`src/rtl/pipe_ctrl_hazard_unit.sv`:
```
// Pipeline control and hazard unit for the pipelined MIPS core.
// Carries the decoded ID-stage control bundle through the ID/EX, EX/MEM and
// MEM/WB control registers. Generates the PC/IF-ID stall, the IF-ID flush and
// the EX operand forwarding selects. Also sequences a multi-cycle EX operation
// whose busy window freezes the front of the pipe.
module pipe_ctrl_hazard_unit #(
    parameter int REG_AW = 5,   // register-address width; r0 is hard-wired zero
    parameter int MC_LAT = 4    // EX occupancy of a multi-cycle op, 1..15
) (
    input  logic              i_clk,
    input  logic              i_rst,
    // decoded controls of the instruction currently in ID
    input  logic              i_ID_RegWr,
    input  logic              i_ID_MemRead,
    input  logic              i_ID_MemWrite,
    input  logic [1:0]        i_ID_MemtoReg,
    input  logic [REG_AW-1:0] i_ID_Dst,
    input  logic [REG_AW-1:0] i_ID_Rs,
    input  logic [REG_AW-1:0] i_ID_Rt,
    input  logic              i_ID_UsesRs,
    input  logic              i_ID_UsesRt,
    input  logic              i_ID_Jump,
    input  logic              i_ID_MultiCycle,
    // branch resolution from EX
    input  logic              i_EX_BranchTaken,
    // front-end controls
    output logic              o_PC_Stall,
    output logic              o_IFID_Stall,
    output logic              o_IFID_Flush,
    // ID/EX control register
    output logic              o_EX_RegWr,
    output logic              o_EX_MemRead,
    output logic              o_EX_MemWrite,
    output logic              o_EX_MultiCycle,
    output logic [1:0]        o_EX_MemtoReg,
    output logic [REG_AW-1:0] o_EX_Dst,
    // EX/MEM control register
    output logic              o_MEM_RegWr,
    output logic              o_MEM_MemRead,
    output logic              o_MEM_MemWrite,
    output logic [1:0]        o_MEM_MemtoReg,
    output logic [REG_AW-1:0] o_MEM_Dst,
    // MEM/WB control register
    output logic              o_WB_RegWr,
    output logic [1:0]        o_WB_MemtoReg,
    output logic [REG_AW-1:0] o_WB_Dst,
    // forwarding selects: 00 register file, 01 WB, 10 MEM
    output logic [1:0]        o_FwdA,
    output logic [1:0]        o_FwdB,
    output logic              o_MC_Busy
);

    // Counter is wide enough for the largest legal latency (15).
    localparam int CNT_W = 4;
    // Value loaded on entry: the op then leaves EX after MC_LAT cycles,
    // of which MC_LAT-1 are busy (frozen) cycles.
    localparam logic [CNT_W-1:0] MC_LOAD = CNT_W'(MC_LAT - 1);

    typedef struct packed {
        logic              regWr;
        logic              memRead;
        logic              memWrite;
        logic              multiCycle;
        logic [1:0]        memtoReg;
        logic [REG_AW-1:0] dst;
    } exCtrl_t;

    typedef struct packed {
        logic              regWr;
        logic              memRead;
        logic              memWrite;
        logic [1:0]        memtoReg;
        logic [REG_AW-1:0] dst;
    } memCtrl_t;

    typedef struct packed {
        logic              regWr;
        logic [1:0]        memtoReg;
        logic [REG_AW-1:0] dst;
    } wbCtrl_t;

    genvar gi;

    exCtrl_t           idCtrl;
    exCtrl_t           exCtrlReg, exCtrlNext;
    logic [REG_AW-1:0] exRsReg, exRsNext;
    logic [REG_AW-1:0] exRtReg, exRtNext;
    memCtrl_t          memCtrlReg, memCtrlNext;
    wbCtrl_t           wbCtrlReg, wbCtrlNext;
    logic [CNT_W-1:0]  mcCntReg, mcCntNext;

    logic              mcBusy;
    logic              loadUse;
    logic              pcStall, ifidStall, ifidFlush;
    logic              idexHold, idexBubble, exmemBubble;

    // Source-operand views used by the per-operand generate loops.
    // Index 0 is Rs (operand A), index 1 is Rt (operand B).
    logic [2*REG_AW-1:0] idSrc;
    logic [1:0]          idUses;
    logic [1:0]          srcHit;
    logic [2*REG_AW-1:0] exSrc;
    logic [1:0]          memHit;
    logic [1:0]          wbHit;
    logic [3:0]          fwdSel;

    // Pack the decoded ID controls into the bundle the ID/EX register stores.
    always_comb begin
        idCtrl            = '0;
        idCtrl.regWr      = i_ID_RegWr;
        idCtrl.memRead    = i_ID_MemRead;
        idCtrl.memWrite   = i_ID_MemWrite;
        idCtrl.multiCycle = i_ID_MultiCycle;
        idCtrl.memtoReg   = i_ID_MemtoReg;
        idCtrl.dst        = i_ID_Dst;
    end

    assign idSrc  = {i_ID_Rt, i_ID_Rs};
    assign idUses = {i_ID_UsesRt, i_ID_UsesRs};
    assign exSrc  = {exRtReg, exRsReg};

    // Per-source load-use match against the load sitting in EX.
    generate
        for (gi = 0; gi < 2; gi++) begin : gLoadUse
            assign srcHit[gi] = idUses[gi] &&
                                (idSrc[gi*REG_AW +: REG_AW] == exCtrlReg.dst);
        end
    endgenerate

    // Busy only while the op in EX is multi-cycle and has cycles left.
    assign mcBusy  = exCtrlReg.multiCycle && (mcCntReg != '0);
    // A load into r0 never produces a hazard.
    assign loadUse = exCtrlReg.memRead && (exCtrlReg.dst != '0) && (|srcHit);

    // Resolve stall/flush/bubble in priority order:
    // reset > MC busy > taken branch > load-use > jump.
    always_comb begin
        pcStall     = 1'b0;
        ifidStall   = 1'b0;
        ifidFlush   = 1'b0;
        idexHold    = 1'b0;
        idexBubble  = 1'b0;
        exmemBubble = 1'b0;
        if (i_rst) begin
            // everything is cleared by the register process
        end else if (mcBusy) begin
            // freeze front of the pipe; branch/jump evaluation is suppressed
            pcStall     = 1'b1;
            ifidStall   = 1'b1;
            idexHold    = 1'b1;
            exmemBubble = 1'b1;
        end else if (i_EX_BranchTaken) begin
            // squash both younger instructions; any load-use stall is moot
            ifidFlush  = 1'b1;
            idexBubble = 1'b1;
        end else if (loadUse) begin
            // one-cycle stall; a jump in ID flushes once this clears
            pcStall    = 1'b1;
            ifidStall  = 1'b1;
            idexBubble = 1'b1;
        end else if (i_ID_Jump) begin
            ifidFlush = 1'b1;
        end
    end

    // Next-state for the ID/EX register, the EX source copies and MC counter.
    always_comb begin
        exCtrlNext = idCtrl;
        exRsNext   = i_ID_Rs;
        exRtNext   = i_ID_Rt;
        mcCntNext  = (mcCntReg != '0) ? (mcCntReg - 1'b1) : '0;
        if (idexHold) begin
            exCtrlNext = exCtrlReg;
            exRsNext   = exRsReg;
            exRtNext   = exRtReg;
        end else if (idexBubble) begin
            exCtrlNext = '0;
            exRsNext   = '0;
            exRtNext   = '0;
        end else if (i_ID_MultiCycle) begin
            mcCntNext = MC_LOAD;
        end
    end

    // Next-state for EX/MEM and MEM/WB; EX/MEM takes bubbles while EX is busy.
    always_comb begin
        memCtrlNext          = '0;
        wbCtrlNext           = '0;
        if (!exmemBubble) begin
            memCtrlNext.regWr    = exCtrlReg.regWr;
            memCtrlNext.memRead  = exCtrlReg.memRead;
            memCtrlNext.memWrite = exCtrlReg.memWrite;
            memCtrlNext.memtoReg = exCtrlReg.memtoReg;
            memCtrlNext.dst      = exCtrlReg.dst;
        end
        wbCtrlNext.regWr    = memCtrlReg.regWr;
        wbCtrlNext.memtoReg = memCtrlReg.memtoReg;
        wbCtrlNext.dst      = memCtrlReg.dst;
    end

    // Control pipeline registers with synchronous reset.
    always_ff @(posedge i_clk) begin
        if (i_rst) begin
            exCtrlReg  <= '0;
            exRsReg    <= '0;
            exRtReg    <= '0;
            memCtrlReg <= '0;
            wbCtrlReg  <= '0;
            mcCntReg   <= '0;
        end else begin
            exCtrlReg  <= exCtrlNext;
            exRsReg    <= exRsNext;
            exRtReg    <= exRtNext;
            memCtrlReg <= memCtrlNext;
            wbCtrlReg  <= wbCtrlNext;
            mcCntReg   <= mcCntNext;
        end
    end

    // Forwarding per EX operand; the younger MEM result wins over WB.
    generate
        for (gi = 0; gi < 2; gi++) begin : gFwd
            assign memHit[gi] = memCtrlReg.regWr && (memCtrlReg.dst != '0) &&
                                (memCtrlReg.dst == exSrc[gi*REG_AW +: REG_AW]);
            assign wbHit[gi]  = wbCtrlReg.regWr && (wbCtrlReg.dst != '0) &&
                                (wbCtrlReg.dst == exSrc[gi*REG_AW +: REG_AW]);
            assign fwdSel[gi*2 +: 2] = i_rst       ? 2'b00 :
                                       memHit[gi]  ? 2'b10 :
                                       wbHit[gi]   ? 2'b01 : 2'b00;
        end
    endgenerate

    assign o_PC_Stall      = pcStall;
    assign o_IFID_Stall    = ifidStall;
    assign o_IFID_Flush    = ifidFlush;
    assign o_MC_Busy       = mcBusy;
    assign o_FwdA          = fwdSel[1:0];
    assign o_FwdB          = fwdSel[3:2];

    assign o_EX_RegWr      = exCtrlReg.regWr;
    assign o_EX_MemRead    = exCtrlReg.memRead;
    assign o_EX_MemWrite   = exCtrlReg.memWrite;
    assign o_EX_MultiCycle = exCtrlReg.multiCycle;
    assign o_EX_MemtoReg   = exCtrlReg.memtoReg;
    assign o_EX_Dst        = exCtrlReg.dst;

    assign o_MEM_RegWr     = memCtrlReg.regWr;
    assign o_MEM_MemRead   = memCtrlReg.memRead;
    assign o_MEM_MemWrite  = memCtrlReg.memWrite;
    assign o_MEM_MemtoReg  = memCtrlReg.memtoReg;
    assign o_MEM_Dst       = memCtrlReg.dst;

    assign o_WB_RegWr      = wbCtrlReg.regWr;
    assign o_WB_MemtoReg   = wbCtrlReg.memtoReg;
    assign o_WB_Dst        = wbCtrlReg.dst;

endmodule

```
`config.mk`:
```
export PLATFORM = sky130hd
export DESIGN_NAME = pipe_ctrl_hazard_unit
export DESIGN_NICKNAME = d
export VERILOG_FILES = /design/src/rtl/pipe_ctrl_hazard_unit.sv
export SDC_FILE = /design/constraint.sdc
export NUM_CORES = 1
export LEC_CHECK = 0
export BUFFER_PORTS_ARGS = -buffer_cell sky130_fd_sc_hd__buf_2
export CAP_MARGIN = 20
export CORE_ASPECT_RATIO = 1.1
export CORE_MARGIN = 5
export CORE_UTILIZATION = 35
export DETAILED_ROUTE_END_ITERATION = 16
export PLACE_DENSITY = 0.68
export SYNTH_ARGS = -nofsm -noshare
export SYNTH_HDL_FRONTEND = slang
export SYNTH_SLANG_ARGS = --single-unit
```
`constraint.sdc`:
```
create_clock -name i_clk -period 2.7 [get_ports i_clk]
set_input_delay 0.27 -clock i_clk [delete_from_list [all_inputs] [get_ports i_clk]]
set_output_delay 0.27 -clock i_clk [all_outputs]
set_load 0.01 [all_outputs]
```
==> metrics.md <==
| Metric | Value |
|---|---|
| Core footprint | `0.00497 mm²` |
| Worst path max stage delay | `0.54 ns` |
| Status | `finished clean` |
| Async SR Flop Fraction | `0%` |
| Max VDD drop | `0.405 mV` |
| Die Y | `84.9 µm` |
| GP Congestion | `0.820` |
| Number of synthesized register bits | `43` |
| Area leader, netlist | `dfxtp_1` |
| Syn Inst Count | `171` |
| Top cells by count, synth | `43 x dfxtp_1, 20 x a22o_1, 20 x xnor2_1, 10 x and2_1, 10 x xor2_1` |
| Top-count cell post-synth | `dfxtp_1` |
| Synth top area share | `48.2%` |
| # DRC | `0` |
| WP data arrival | `2.05 ns` |
| CTS H-Tree Depth | `2` |
| Reg clk slew, reported paths | `0.08 ns` |
| Syn avg cell area | `10.4 µm²` |
| Worst path required time | `2.43 ns` |
| Setup Fix Bufs, Post-CTS | `0` |
| Clock Skew | `0.00831 ns` |
| DIE AREA | `0.00663 mm²` |
| Synth-to-Final Area Change | `25.8%` |
| Via count | `1428` |
| CTS tree | `built` |
| GRT overflow | `0` |
| Warnings, synthesis | `0` |
| RSZ-0062 raised after global routing | `false` |
| Post-route ant nets | `0` |
| I/O Buffers | `63` |
| I/O pin count | `64` |
| Initial DRT Pass Iterations | `4` |
| Setup-failing EPs final | `0` |
| Post-synth cell types | `31` |
| WS Path Type | `reg2out` |
| Die width | `78.1 µm` |
| CP endpoint kind | `primary output` |
| Final net count | `263` |
| Drt total wl | `4.24 mm` |
| Crit path max fanout | `5` |
| CTS root buf | `clkbuf_8` |
| GRT Total Usage | `13.5%` |
| Final worst path period need | `2.32 ns` |
| Main synth FF type | `dfxtp_1` |
| Crit-path leading delay family | `simple AND/OR/NAND/NOR gates` |
| Fin worst setup slack | `0.384 ns` |
| Tcrit/Tclk final | `85.8%` |
| Slew headroom | `72.5%` |
| Final Hold Fails | `0` |
| Critical Path Source Type | `register` |
| CTS Sinks | `43` |
| Dpl hpwl | `3.31 mm` |
| Synth area leaders | `dfxtp_1 48%, a22o_1 9.8%, xnor2_1 9.8%` |
| Resize count post-CTS | `0` |
| Ant diodes | `0` |
| Pins Over Slew Limit | `0` |
| Largest net degree at the start of global routing | `21` |
| Fmax | `432 MHz` |
| Initial Utilization | `35.9%` |
| DR iter-0 viols | `47` |
| CTS Buffer Depth | `2` |
| Pre-CTS WS | `0.707 ns` |
| Hold_buf cts | `0` |
| Cts bufs inserted | `5` |
| Max-cap viol count | `0` |
| Initial antenna violation count | `0` |
| Vias in the first global route | `1483` |
| LEAKAGE | `0.00107 µW` |
| Sequential-to-total area share from yosys stat | `48.2%` |
| Net Count, Synth | `198` |
| Fin util | `45.2%` |
| Crit-path cells | `or4_1 > o21ai_1 > nor3_1 > nor4_1 > buf_2` |
| Vias per Instance | `4.84` |
| Min-delay worst type | `in2reg` |
| Sum Neg Setup Slack | `0 ns` |
| Crit-path slowest cell | `or4_1` |
| Routed len/inst | `14.4 µm` |
| Number of synthesized flops with an enable pin | `0` |
| Power Density | `553 mW/mm²` |
| Ratio of cells with drive above 1 in the final layout | `33.3%` |
| Critical path buffers and inverters | `1` |
| Worst skew pair latency | `0.29 ns` |
| First-pass GRT wire length | `7.16 mm` |
| Measured slew at the worst slew-check pin | `0.412 ns` |
| Core Rows | `27` |
| Synthesized area | `0.00178 mm²` |
==> state kept, by name (all words and copies together), names as in the netlist, 2 cells and up <==
name	count
exRsReg	5
exRtReg	5
o_EX_Dst	5
o_MEM_Dst	5
o_WB_Dst	5
mcCntReg	4
o_EX_MemtoReg	2
o_MEM_MemtoReg	2
o_WB_MemtoReg	2
==> path summary, 6_finish.rpt <==
path / start / slack [ns] / depth (start not counted) / endpoint
worst max-delay path: o_MEM_Dst[1] / 0.38 / 5 / o_FwdA[0]
worst min-delay path: i_ID_MemtoReg[0] / 0.18 / 2 / o_EX_MemtoReg[0]
worst max register to register: o_EX_Dst[0] / 0.74 / 6 / o_EX_Dst[0]
worst min register to register: o_MEM_MemtoReg[0] / 0.46 / 1 / o_WB_MemtoReg[0]
==> layout make-up <==
class                      count  area, µm²
clock buffer                   6       82.6
fill                         483       2720
sequential                    43        861
tap                           58       72.6
inverter                       2       7.51
clock inverter                 2       16.3
timing repair buffer          66        338
multi-input combinational    118        867
==> layer usage <==
metal	track usage (%)	wire, µm	up-vias
met5	0	0	-
met2	22.4	1990	45
li1	-	-	745
met1	15.5	1840	631
met4	5.07	87	0
met3	5.63	317	7
==> logic make-up (layout without fill, tap and decap cells) <==
group / after synthesis / count (layout) / share of synthesized area [%]
buffers and inverters: 10 / 76 / 3.16
XOR/XNOR: 30 / 30 / 14.7
flip-flops: 43 / 43 / 48.2
AO/OA/AOI/OAI: 38 / 38 / 17.6
AND/OR/NAND/NOR: 50 / 50 / 16.3
==> per-stage QoR <==
| stage | power (µW) | hold WS (ns) | cell area [µm²] | instances |
|---|---|---|---|---|
| after floorplan | 780 | 0.396 | 1780 | 171 |
| after global placement | 836 | 0.441 | 2150 | 287 |
| after detailed placement | 838 | 0.455 | 2150 | 287 |
| after CTS | 1260 | 0.174 | 2240 | 295 |
| after global routing | 1300 | 0.177 | 2240 | 295 |
| final | 1240 | 0.181 | 2240 | 295 |
==> placed cells by master, fill, tap and decap left out, types with 3 or more instances in the layout <==
cell,instances
xor2_1,10
buf_2,63
nor4_1,4
clkbuf_8,6
dfxtp_1,43
nor2b_1,9
nand2_1,5
xnor2_1,20
or4_1,5
buf_4,3
nor2_1,4
o21ai_1,5
a22o_1,20
and2_1,10
nor3_1,6
==> report_power, final <==
part	internal [µW]	switching [µW]
sequential	657	25.9
combinational	70.4	67.6
clock	208	212
No activity file was read; power rests on OpenSTA's default activity.
